$ cat config.mk
export PLATFORM = sky130hd
export DESIGN_NAME = multi_lane_serializer_flat
export DESIGN_NICKNAME = d
export VERILOG_FILES = /design/src/rtl/multi_lane_serializer_pkg.sv /design/src/rtl/multi_lane_serializer_if.sv /design/src/rtl/multi_lane_serializer_lane.sv /design/src/rtl/multi_lane_serializer.sv /design/src/flat_wrapper.sv
export SDC_FILE = /design/constraint.sdc
export NUM_CORES = 1
export LEC_CHECK = 0
export ABC_AREA = 0
export BUFFER_PORTS_ARGS = -buffer_cell sky130_fd_sc_hd__buf_4
export CAP_MARGIN = 20
export CORE_MARGIN = 3
export CORE_UTILIZATION = 43
export CTS_CLUSTER_DIAMETER = 40
export DETAILED_ROUTE_END_ITERATION = 8
export PLACE_DENSITY = 0.72
export SKIP_CTS_REPAIR_TIMING = 1
export SKIP_LAST_GASP = 1
export SLEW_MARGIN = 10
export SYNTH_ARGS = -nofsm -noshare
export SYNTH_HDL_FRONTEND = slang
export SYNTH_SLANG_ARGS = --single-unit
$ cat constraint.sdc
create_clock -name clk -period 1.35 [get_ports clk]
set_input_delay 0.27 -clock clk [delete_from_list [all_inputs] [get_ports clk]]
set_output_delay 0.27 -clock clk [all_outputs]
set_load 0.05 [all_outputs]
$ cat src/rtl/multi_lane_serializer_pkg.sv
// Shared constants for the multi-lane serializer: default idle word and bit-order encoding.
// Imported by the lane and top modules so every file agrees on the same defaults.
package multi_lane_serializer_pkg;

    typedef enum logic {
        ORDER_LSB = 1'b0,
        ORDER_MSB = 1'b1
    } bit_order_e;

    localparam logic [7:0] IDLE_WORD_DEFAULT = 8'hBC;

endpackage

$ cat src/rtl/multi_lane_serializer_if.sv
// Bundle of per-lane FIFO, flow-control and serial-link signals of the multi-lane serializer.
// master = upstream/link side driving FIFO status, slave = the serializer itself.
interface multi_lane_serializer_if #(
    parameter int N_LANES   = 2,
    parameter int DATA_SIZE = 8
);

    logic [N_LANES*DATA_SIZE-1:0] in_data;
    logic [N_LANES-1:0]           fifo_empty;
    logic [N_LANES-1:0]           fifo_almost_empty;
    logic [N_LANES-1:0]           down_almost_full;
    logic [N_LANES-1:0]           lane_enable;
    logic [N_LANES-1:0]           pop;
    logic [N_LANES-1:0]           out_serial;
    logic [N_LANES-1:0]           out_valid;
    logic                         word_start;

    modport master (
        output in_data, fifo_empty, fifo_almost_empty, down_almost_full, lane_enable,
        input  pop, out_serial, out_valid, word_start
    );

    modport slave (
        input  in_data, fifo_empty, fifo_almost_empty, down_almost_full, lane_enable,
        output pop, out_serial, out_valid, word_start
    );

endinterface

$ cat src/rtl/multi_lane_serializer_lane.sv
// One serial lane: pop gate on the shared word boundary, load/shift register and data-valid flag.
// Idle periods load the idle word so the line always carries a defined pattern.
module serializer_lane
    import multi_lane_serializer_pkg::*;
#(
    parameter int                   DATA_SIZE  = 8,
    parameter logic [DATA_SIZE-1:0] IDLE_WORD  = DATA_SIZE'(IDLE_WORD_DEFAULT),
    parameter bit                   MSB_FIRST  = ORDER_MSB,
    parameter bit                   USE_AEMPTY = 1'b1
) (
    input  logic                 clk,
    input  logic                 reset,
    input  logic                 boundary_i,
    input  logic                 enable_i,
    input  logic                 empty_i,
    input  logic                 aempty_i,
    input  logic                 dn_afull_i,
    input  logic [DATA_SIZE-1:0] din_i,
    output logic                 pop_o,
    output logic                 sout_o,
    output logic                 svalid_o
);

    logic [DATA_SIZE-1:0] shift_q, shift_d;
    logic                 vld_q, vld_d;

    // Reset level is folded in so no read strobe can escape while the FIFOs are being cleared.
    assign pop_o = reset & boundary_i & enable_i & ~empty_i
                 & ~(USE_AEMPTY & aempty_i) & ~dn_afull_i;

    always_comb begin
        shift_d = shift_q;
        vld_d   = vld_q;
        if (boundary_i) begin
            shift_d = pop_o ? din_i : IDLE_WORD;
            vld_d   = pop_o;
        end else if (MSB_FIRST) begin
            shift_d = {shift_q[DATA_SIZE-2:0], 1'b0};
        end else begin
            shift_d = {1'b0, shift_q[DATA_SIZE-1:1]};
        end
    end

    always_ff @(posedge clk or negedge reset) begin
        if (!reset) begin
            shift_q <= '0;
            vld_q   <= 1'b0;
        end else begin
            shift_q <= shift_d;
            vld_q   <= vld_d;
        end
    end

    assign sout_o   = MSB_FIRST ? shift_q[DATA_SIZE-1] : shift_q[0];
    assign svalid_o = vld_q;

endmodule

$ cat src/rtl/multi_lane_serializer.sv
// N-lane parallel-to-serial stage sharing one free-running bit counter across all lanes.
// The counter's last value marks the word boundary where every lane may pop and reload.
module multi_lane_serializer
    import multi_lane_serializer_pkg::*;
#(
    parameter int                   N_LANES    = 2,
    parameter int                   DATA_SIZE  = 8,
    parameter logic [DATA_SIZE-1:0] IDLE_WORD  = DATA_SIZE'(IDLE_WORD_DEFAULT),
    parameter bit                   MSB_FIRST  = ORDER_MSB,
    parameter bit                   USE_AEMPTY = 1'b1
) (
    input  logic                    clk,
    input  logic                    reset,
    multi_lane_serializer_if.slave  bus
);

    localparam int                CNT_W = $clog2(DATA_SIZE);
    localparam logic [CNT_W-1:0]  LAST  = CNT_W'(DATA_SIZE - 1);

    logic [CNT_W-1:0]   bitCnt_q, bitCnt_d;
    logic               boundary_q;
    logic               wordStart_q;
    logic [N_LANES-1:0] popW, soutW, svalidW;

    assign bitCnt_d = boundary_q ? '0 : bitCnt_q + CNT_W'(1);

    // Boundary and word-start are precomputed from the next count so both stay flop-driven.
    always_ff @(posedge clk or negedge reset) begin
        if (!reset) begin
            bitCnt_q    <= LAST;
            boundary_q  <= 1'b1;
            wordStart_q <= 1'b0;
        end else begin
            bitCnt_q    <= bitCnt_d;
            boundary_q  <= (bitCnt_d == LAST);
            wordStart_q <= (bitCnt_d == '0);
        end
    end

    for (genvar i = 0; i < N_LANES; i++) begin : gLane
        serializer_lane #(
            .DATA_SIZE (DATA_SIZE),
            .IDLE_WORD (IDLE_WORD),
            .MSB_FIRST (MSB_FIRST),
            .USE_AEMPTY(USE_AEMPTY)
        ) uLane (
            .clk       (clk),
            .reset     (reset),
            .boundary_i(boundary_q),
            .enable_i  (bus.lane_enable[i]),
            .empty_i   (bus.fifo_empty[i]),
            .aempty_i  (bus.fifo_almost_empty[i]),
            .dn_afull_i(bus.down_almost_full[i]),
            .din_i     (bus.in_data[i*DATA_SIZE +: DATA_SIZE]),
            .pop_o     (popW[i]),
            .sout_o    (soutW[i]),
            .svalid_o  (svalidW[i])
        );
    end

    assign bus.pop        = popW;
    assign bus.out_serial = soutW;
    assign bus.out_valid  = svalidW;
    assign bus.word_start = wordStart_q;

endmodule

$ cat src/flat_wrapper.sv
// flat-port wrapper written by rule: the top's interface ports become plain ports
module multi_lane_serializer_flat import multi_lane_serializer_pkg::*;
#(
    parameter int                   N_LANES    = 2,
    parameter int                   DATA_SIZE  = 8,
    parameter logic [DATA_SIZE-1:0] IDLE_WORD  = DATA_SIZE'(IDLE_WORD_DEFAULT),
    parameter bit                   MSB_FIRST  = ORDER_MSB,
    parameter bit                   USE_AEMPTY = 1'b1
)
  (clk, reset, bus_in_data, bus_fifo_empty, bus_fifo_almost_empty, bus_down_almost_full, bus_lane_enable, bus_pop, bus_out_serial, bus_out_valid, bus_word_start);
  multi_lane_serializer_if #(.N_LANES(N_LANES), .DATA_SIZE(DATA_SIZE)) bus_i ();
  input  logic clk;
  input  logic reset;
  input wire logic [$bits(bus_i.in_data)-1:0] bus_in_data;
  input wire logic [$bits(bus_i.fifo_empty)-1:0] bus_fifo_empty;
  input wire logic [$bits(bus_i.fifo_almost_empty)-1:0] bus_fifo_almost_empty;
  input wire logic [$bits(bus_i.down_almost_full)-1:0] bus_down_almost_full;
  input wire logic [$bits(bus_i.lane_enable)-1:0] bus_lane_enable;
  output wire logic [$bits(bus_i.pop)-1:0] bus_pop;
  output wire logic [$bits(bus_i.out_serial)-1:0] bus_out_serial;
  output wire logic [$bits(bus_i.out_valid)-1:0] bus_out_valid;
  output wire logic [$bits(bus_i.word_start)-1:0] bus_word_start;
  assign bus_i.in_data = bus_in_data;
  assign bus_i.fifo_empty = bus_fifo_empty;
  assign bus_i.fifo_almost_empty = bus_fifo_almost_empty;
  assign bus_i.down_almost_full = bus_down_almost_full;
  assign bus_i.lane_enable = bus_lane_enable;
  assign bus_pop = bus_i.pop;
  assign bus_out_serial = bus_i.out_serial;
  assign bus_out_valid = bus_i.out_valid;
  assign bus_word_start = bus_i.word_start;
  multi_lane_serializer #(.N_LANES(N_LANES), .DATA_SIZE(DATA_SIZE), .IDLE_WORD(IDLE_WORD), .MSB_FIRST(MSB_FIRST), .USE_AEMPTY(USE_AEMPTY)) u_core (.clk(clk), .reset(reset), .bus(bus_i));
endmodule
## After elaboration in Yosys (flattened, before gate mapping)

Index checks and enable logic that the tools add are counted.

| operators by class | value |
|---|---|
| add/subtract/negate cells | 1 |
| multiply operators | 0 |
| divide/modulo/power cells | 0 |
| $lt $le $gt $ge | 0 |
| eq/ne operators | 1 |
| shift operators | 0 |
| mux-type cells | 5 |
| bitwise logic cells | 15 |
| reduce and logical (&&, ||, !) cells | 1 |

Operators by type and width:

| kind | count |
|---|---|
| $mux W8 | 4 |
| $and A1 B1 Y1 | 9 |
| $not A1 Y1 | 6 |
| $add A3 B1 Y3 const B | 1 |
| $eq A3 B3 Y1 const B | 1 |
| $logic_not A3 Y1 | 1 |
| $mux W3 | 1 |

| storage, ports and cells | value |
|---|---|
| register bits after elaboration | 23 |
| bits in latches | 0 |
| RAM bits | 0 |
| ROM bits | 0 |
| input bits | 26 |
| output and inout bits | 7 |
| logic and storage cells | 30 |
| memories kept | 0 |

## Depth between registers and ports, before layout

Gate-level depths: netlist (run 1).

| logic depth | value |
|---|---|
| depth after elaboration | 7 |
| depth in mapped cells | 5 |
| depth with buffers taken out | 3 |

## By module

A second synthesis (run 1) with hierarchy kept.

| unflattened totals | value |
|---|---|
| cell total of the unflattened synthesis | 71 |
| area total of the unflattened synthesis | 909.6 sq um |

Modules (own cells, without submodules):

| module | instances | cells each | area each (sq um) | sequential area each (sq um) |
|---|---|---|---|---|
| serializer_lane | 2 | 29 | 364.1 | 225.2 |
| multi_lane_serializer | 1 | 13 | 181.4 | 130.1 |

## Worst setup path after synthesis (run 1)

Ideal clock, no wire load.

| timing | value |
|---|---|
| path kind | reg2out |
| start point | reg u_core.boundary_q |
| end point | out bus_pop[0] |
| data arrival time | 1.290 ns |
| data required time | 1.080 ns |
| slack | -0.210 ns |
| cell stages (with the launch flop) | 6 |
| path buffers | 3 |
| cell sequence | dfstp_2 buf_2 nand2_1 clkbuf_1 nor2_1 buf_4 |

| between the ends | value |
|---|---|
| word-level cells in the longest chain between the ends | 5 |

Ends and longest elaborated chain:

| element | line | RTL |
|---|---|---|
| start, declared | multi_lane_serializer.sv:21 | `logic boundary_q;` |
| start signal, assigned | multi_lane_serializer.sv:35 | `boundary_q <= (bitCnt_d == LAST);` |
| $and A1 B1 Y1 (3 in a row) | multi_lane_serializer_lane.sv:28 | `assign pop_o = reset & boundary_i & enable_i & ~empty_i` |
| $and A1 B1 Y1 (2 in a row) | multi_lane_serializer_lane.sv:29 | `& ~(USE_AEMPTY & aempty_i) & ~dn_afull_i;` |
| end, declared | flat_wrapper.sv:19 | `output wire logic [$bits(bus_i.pop)-1:0] bus_pop;` |

Every way passes these cells.

## Worst setup path in the final report (run 1)

| timing | value |
|---|---|
| start point | in bus_down_almost_full[1] |
| end point | out bus_pop[1] |

| between the ends | value |
|---|---|
| word-level cells in the longest chain between the ends | 2 |

Ends and longest elaborated chain:

| element | line | RTL |
|---|---|---|
| start, declared | flat_wrapper.sv:17 | `input wire logic [$bits(bus_i.down_almost_full)-1:0] bus_down_almost_full;` |
| $not A1 Y1 | multi_lane_serializer_lane.sv:29 |  |
| $and A1 B1 Y1 | multi_lane_serializer_lane.sv:29 |  |

Every way passes these cells.

==> results of run 1 <==
## through the flow
step	setup TNS (ns)	utilization, %	cells
2_1_floorplan	-0.1536	-	78
3_3_place_gp	-1.013	59.59	131
3_5_place_dp	-1.190	59.59	131
4_1_cts	-0.5452	60.89	135
5_1_grt	-4.852	63.86	140
6_report	-0.4820	63.86	140
## report_power, final
part           switching (uW)  internal (uW)
Clock                     194            115
Sequential               1.58            694
Combinational            41.3           61.2
## sequential cells by signal, indices dropped and copies added, names as in the netlist
name                         flops
u_core.bitCnt_q                  3
u_core.boundary_q                1
u_core.gLane.uLane.svalid_o      2
u_core.gLane.uLane.shift_q      16
u_core.bus.word_start            1
## path summary, 6_finish.rpt
| check | from | endpoint | cells after the start |
|---|---|---|---|
| min in group clk | bus_in_data[0] | u_core.gLane[0].uLane.shift_q[0] | 3 |
| max in group asynchronous | reset | u_core.gLane[0].uLane.shift_q[6] | 3 |
| max | bus_down_almost_full[1] | bus_pop[1] | 4 |
| min | reset | u_core.boundary_q | 2 |
| min reg2reg | u_core.gLane[1].uLane.shift_q[4] | u_core.gLane[1].uLane.shift_q[5] | 1 |
| max reg2reg | u_core.boundary_q | u_core.gLane[1].uLane.shift_q[2] | 4 |
## worst max-delay path, cell delays in order
cell and delay (ns):
buf_4 0.11, or4b_4 0.58, nor2_4 0.14, buf_8 0.15
## layout by cell type, fill, tap and decap left out, types with 2 or more instances in the layout
master,n
buf_4,40
buf_8,2
clkbuf_4,3
dfrtp_1,19
dfstp_2,4
inv_1,9
nand3_1,4
nor2_1,3
nor2_4,2
nor3_1,2
o22ai_1,6
o32a_1,10
or4b_4,2
## logic make-up (layout without fill, tap and decap cells)
kind of cell	count (synthesis)	after routing	share of synthesized area (%)
and+or+nand+nor	15	15	9.068
adders and majority gates	1	1	1.314
DFF	23	23	60.97
xor gates and xnor gates	1	1	0.9200
buffers and inverters	21	56	12.35
AOI/OAI and AO/OA	17	17	15.38
## layer usage
metal	share of wire, %	up-vias	wire [um]	global-route usage (%)
met5	0	-	0	0
met4	0.86	0	17	5.106
met3	5.7	2	113	1.690
met2	52	22	1019	24.59
met1	42	338	826	17.74
li1	-	341	-	-
## final cells by class
type                       instances  area [um^2]  share of cell area [%]
timing repair buffer              43        340.3                   26.36
tap                               27        33.78                   2.616
inverter                           9        33.78                   2.616
multi-input combinational         34        276.5                   21.41
sequential                        23        580.6                   44.96
clock buffer                       4        26.28                   2.035
==> impl_metrics.tcl, run 1 <==
set metrics [dict create \
    antenna_found_initial 0 \
    crit_type "in2out" \
    clk_path_buf_depth 2 \
    hold_viol 0 \
    die-area_um2 2815 \
    clock_sinks 23 \
    fin_area_um2 1291 \
    die-height_um 53.06 \
    finalCritPeriodShare_pct 112.3 \
    violations "setup timing" \
    status "complete, but fails checks" \
    yosysSeqAreaShare_pct 60.97 \
    area_growth_pct 35.61 \
    crit_required_ns 1.08 \
    detailed_place_hpwl_mm 1.289 \
    finalWorstSetupSlack_ns -0.1664 \
    overflow 0 \
    synth_area_um2 952.2 \
    netlist.area_leader.share_pct 49.93 \
    critPathArrivalTime_ns 1.25 \
    path_clk_slew_ns 0.12 \
    firstDrtPassIters 4 \
    ys_types 18 \
    skew_ns 0.005125 \
    crit_path_start_kind "input port" \
    yosysWarnings 0 \
    grt_max_degree 28 \
    synth.avg_cell_area_um2 12.21 \
    min_path_type "in2async" \
    antennaDiodeCount 0 \
    gp_routability_congestion 0.7040 \
    final_nets 141 \
    rows 16 \
    wl_per_cell_um 14.12 \
    htreeDepth 1 \
    synth_ff_type "dfrtp_1" \
    wirelength_mm 1.977 \
    io_pins 33 \
    synthCells 78 \
    fillCellCount 178 \
    worst_pin_slew_ns 0.8527 \
    die_w_um 53.06 \
    yosys-top-cells-area "dfrtp_1 (50%), dfstp_2 (11%), o32a_1 (11%)" \
    ys_ff_latch 23 \
    clk-insertion-delay-late_ns 0.30 \
    slew_headroom_pct 42.97 \
    post_drt_via_cell_ratio 5.021 \
    synth_commonest_cells "dfrtp_1 (19), o32a_1 (10), inv_1 (9), buf_4 (6), o22ai_1 (6)" \
    root_buffer "clkbuf_4" \
    core_area_um2 2022 \
    min_period_ns 1.516 \
    drt-initial-drc-count 13 \
    dpl_worst_slack_ns -0.2005 \
    finalSetupViolations 8 \
    p_leak_uw 0.0006002 \
    grt_pass1_vias 643 \
    initial_core_util_pct 47.09 \
    end_kind "output port" \
    fin_hold_ws_ns 0.06752 \
    yosysTopAreaCell "dfrtp_1" \
    maxCapViolCount 0 \
    power_density_nw_per_um2 857.7 \
    p_total_uw 1107 \
    synth_fp_nets 105 \
    tritoncts "built" \
    slew_viol_final 0 \
    synth-edff-count 0 \
    ir_drop_mv 0.4865 \
    postPlaceCellArea_um2 1205 \
    vias 703 \
    rsz0062_at_grt "true" \
    io_buffers 32 \
    drive_above_1_share_pct 48.67 \
    r2r_slack_ns -0.04 \
    max_freq_mhz 659.4 \
    ys_async_sr_fraction_pct 100.0 \
    yosys.cell_count.top_type "dfrtp_1" \
    grt_usage_pct 14.10 \
    route.detailed.drc 0 \
    route.antenna.remaining_nets 0 \
    path_max_fanout 6 \
    cts_buffers 3 \
    grt_pass1_wl_mm 2.856 \
]
No activity file was read; power rests on OpenSTA's default activity.
==> run 2: changes to the inputs <==
- CELL_PAD_IN_SITES_DETAIL_PLACEMENT: default -> 0
- CELL_PAD_IN_SITES_GLOBAL_PLACEMENT: default -> 1
- CORE_UTILIZATION: 43 -> 33
- PLACE_DENSITY: 0.72 -> 0.71
==> run 2 against run 1 <==
- the run still ends with setup timing left
- via count down 1.4%
- wire length down 6.1%
- clock power down 2%
- die area up 27%
- sequential share of layout area down 0.94 points
- power down 0.13%
==> impl_metrics.tcl, run 2 (synthesis gave the netlist of run 1 again) <==
set metrics [dict create \
    status "complete, but fails checks" \
    violations "setup timing" \
    path_clk_slew_ns 0.12 \
    postPlaceCellArea_um2 1221 \
    cp_slowest_stage_delay_ns 0.60 \
    clk_path_buf_depth 2 \
    initial_core_util_pct 36.45 \
    setup_tns_ns -0.3302 \
    htreeDepth 1 \
    vias 693 \
    dpl_worst_slack_ns -0.1771 \
    fin_hold_ws_ns 0.1014 \
    io_pins 33 \
    die_w_um 59.72 \
    die-height_um 59.72 \
    rows 18 \
    crit_required_ns 1.08 \
    post_drt_via_cell_ratio 4.846 \
    firstDrtPassIters 4 \
    slowest_stage "dfstp_2" \
    grt_usage_pct 11.01 \
    crit_path_start_kind "flop" \
    slew_headroom_pct 65.67 \
    grt_pass1_vias 663 \
    overflow 0 \
    power_density_nw_per_um2 838.7 \
    tritoncts "built" \
    regMostFlops "u_core.gLane.uLane.shift_q" \
    dp_cells 134 \
    hold_viol 0 \
    stdcell_count 143 \
    min_path_type "in2async" \
    path_depth 3 \
    detailed_place_hpwl_mm 1.244 \
    clock_sinks 23 \
    io_buffers 32 \
    crit_chain "nand2_8 > nor2_4 > buf_8" \
    finalCritPeriodShare_pct 112.3 \
    route.detailed.drc 0 \
    slew_viol_final 0 \
    gp_routability_congestion 0.6032 \
    min_period_ns 1.516 \
    end_kind "output port" \
    ir_drop_mv 0.4421 \
    rsz0062_at_grt "true" \
    cp.buffers_inverters 1 \
    area_growth_pct 38.50 \
    grt_max_degree 28 \
    largest_register_ffs 16 \
    finalSetupViolations 2 \
    skew_ns 0.005991 \
    rr_worst_depth 3 \
    antenna_found_initial 0 \
    p_leak_uw 0.0005996 \
    path_max_fanout 8 \
    clk-insertion-delay-late_ns 0.30 \
    cts_buffers 3 \
    critPathArrivalTime_ns 1.25 \
    final_common_cell "buf_4" \
    finalWorstSetupSlack_ns -0.1656 \
    route.antenna.remaining_nets 0 \
    maxCapViolCount 0 \
    drt-initial-drc-count 6 \
    die-area_um2 3566 \
    fin_area_um2 1319 \
    crit_type "reg2out" \
    max_freq_mhz 659.8 \
    wl_per_cell_um 12.99 \
    drive_above_1_share_pct 47.79 \
    worst_pin_slew_ns 0.5132 \
    grt_pass1_wl_mm 2.925 \
    wirelength_mm 1.857 \
    layout_common_cells "buf_4 (38), dfrtp_1 (19), o32a_1 (10)" \
    path_delay_family "flip-flops" \
    final_nets 141 \
    core_area_um2 2613 \
    antennaDiodeCount 0 \
    root_buffer "clkbuf_4" \
]
-- run 2: cell types whose count changed in the layout (fill, tap and decap cells not counted) --
| cell | change |
|---|---|
| nand2_4 | -1 |
| dlygate4sd3_1 | +1 |
| nand2_8 | +1 |
| buf_4 | -2 |
| buf_12 | +1 |
-- run 2: final timing paths --
kind	from	end	slack, ns
worst max-delay path	u_core.boundary_q	bus_pop[1]	-0.17
worst min-delay path	reset	u_core.bitCnt_q[0]	0.10
worst max register to register	u_core.boundary_q	u_core.gLane[1].uLane.shift_q[7]	0.05
worst min register to register	u_core.gLane[1].uLane.shift_q[4]	u_core.gLane[1].uLane.shift_q[5]	0.49
max in group asynchronous	reset	u_core.gLane[1].uLane.shift_q[3]	0.31
min in group clk	bus_in_data[0]	u_core.gLane[0].uLane.shift_q[0]	0.18
-- run 2: where the power goes --
group,switching [uW],internal [uW]
Combinational,43.1,64.2
Clock,188,115
Sequential,1.62,694
-- run 2: per-stage QoR --
stage	power, uW	util (%)
after detailed placement	810.2	46.74
final	1106	50.48
after global placement	808.4	46.74
after global routing	1166	50.48
after floorplan	732.1	-
after CTS	1123	47.75
-- run 2: routing by layer --
| layer | vias to the layer above | wire length (um) | GRT usage (%) |
|---|---|---|---|
| li1 | 343 | - | - |
| met1 | 326 | 830 | 13.64 |
| met2 | 22 | 852 | 17.13 |
| met3 | 2 | 156 | 3.456 |
| met4 | 0 | 19 | 5.696 |
| met5 | - | 0 | 0 |
-- run 2: cell type report --
type / instances / area, um^2
Multi-Input combinational cell: 34 / 285.3
Fill cell: 252 / 1294
Inverter: 9 / 33.78
Clock buffer: 4 / 26.28
Timing Repair Buffer: 43 / 355.3
Tap cell: 30 / 37.54
Sequential cell: 23 / 580.6
-- run 2: worst reg2reg max path, delay by kind of cell, from the launching register on --
kind / cells / cell delay [ns]
buffers and inverters: 1 / 0.17
and+or+nand+nor: 1 / 0.09
DFF: 1 / 0.60
AOI/OAI and AO/OA: 1 / 0.33
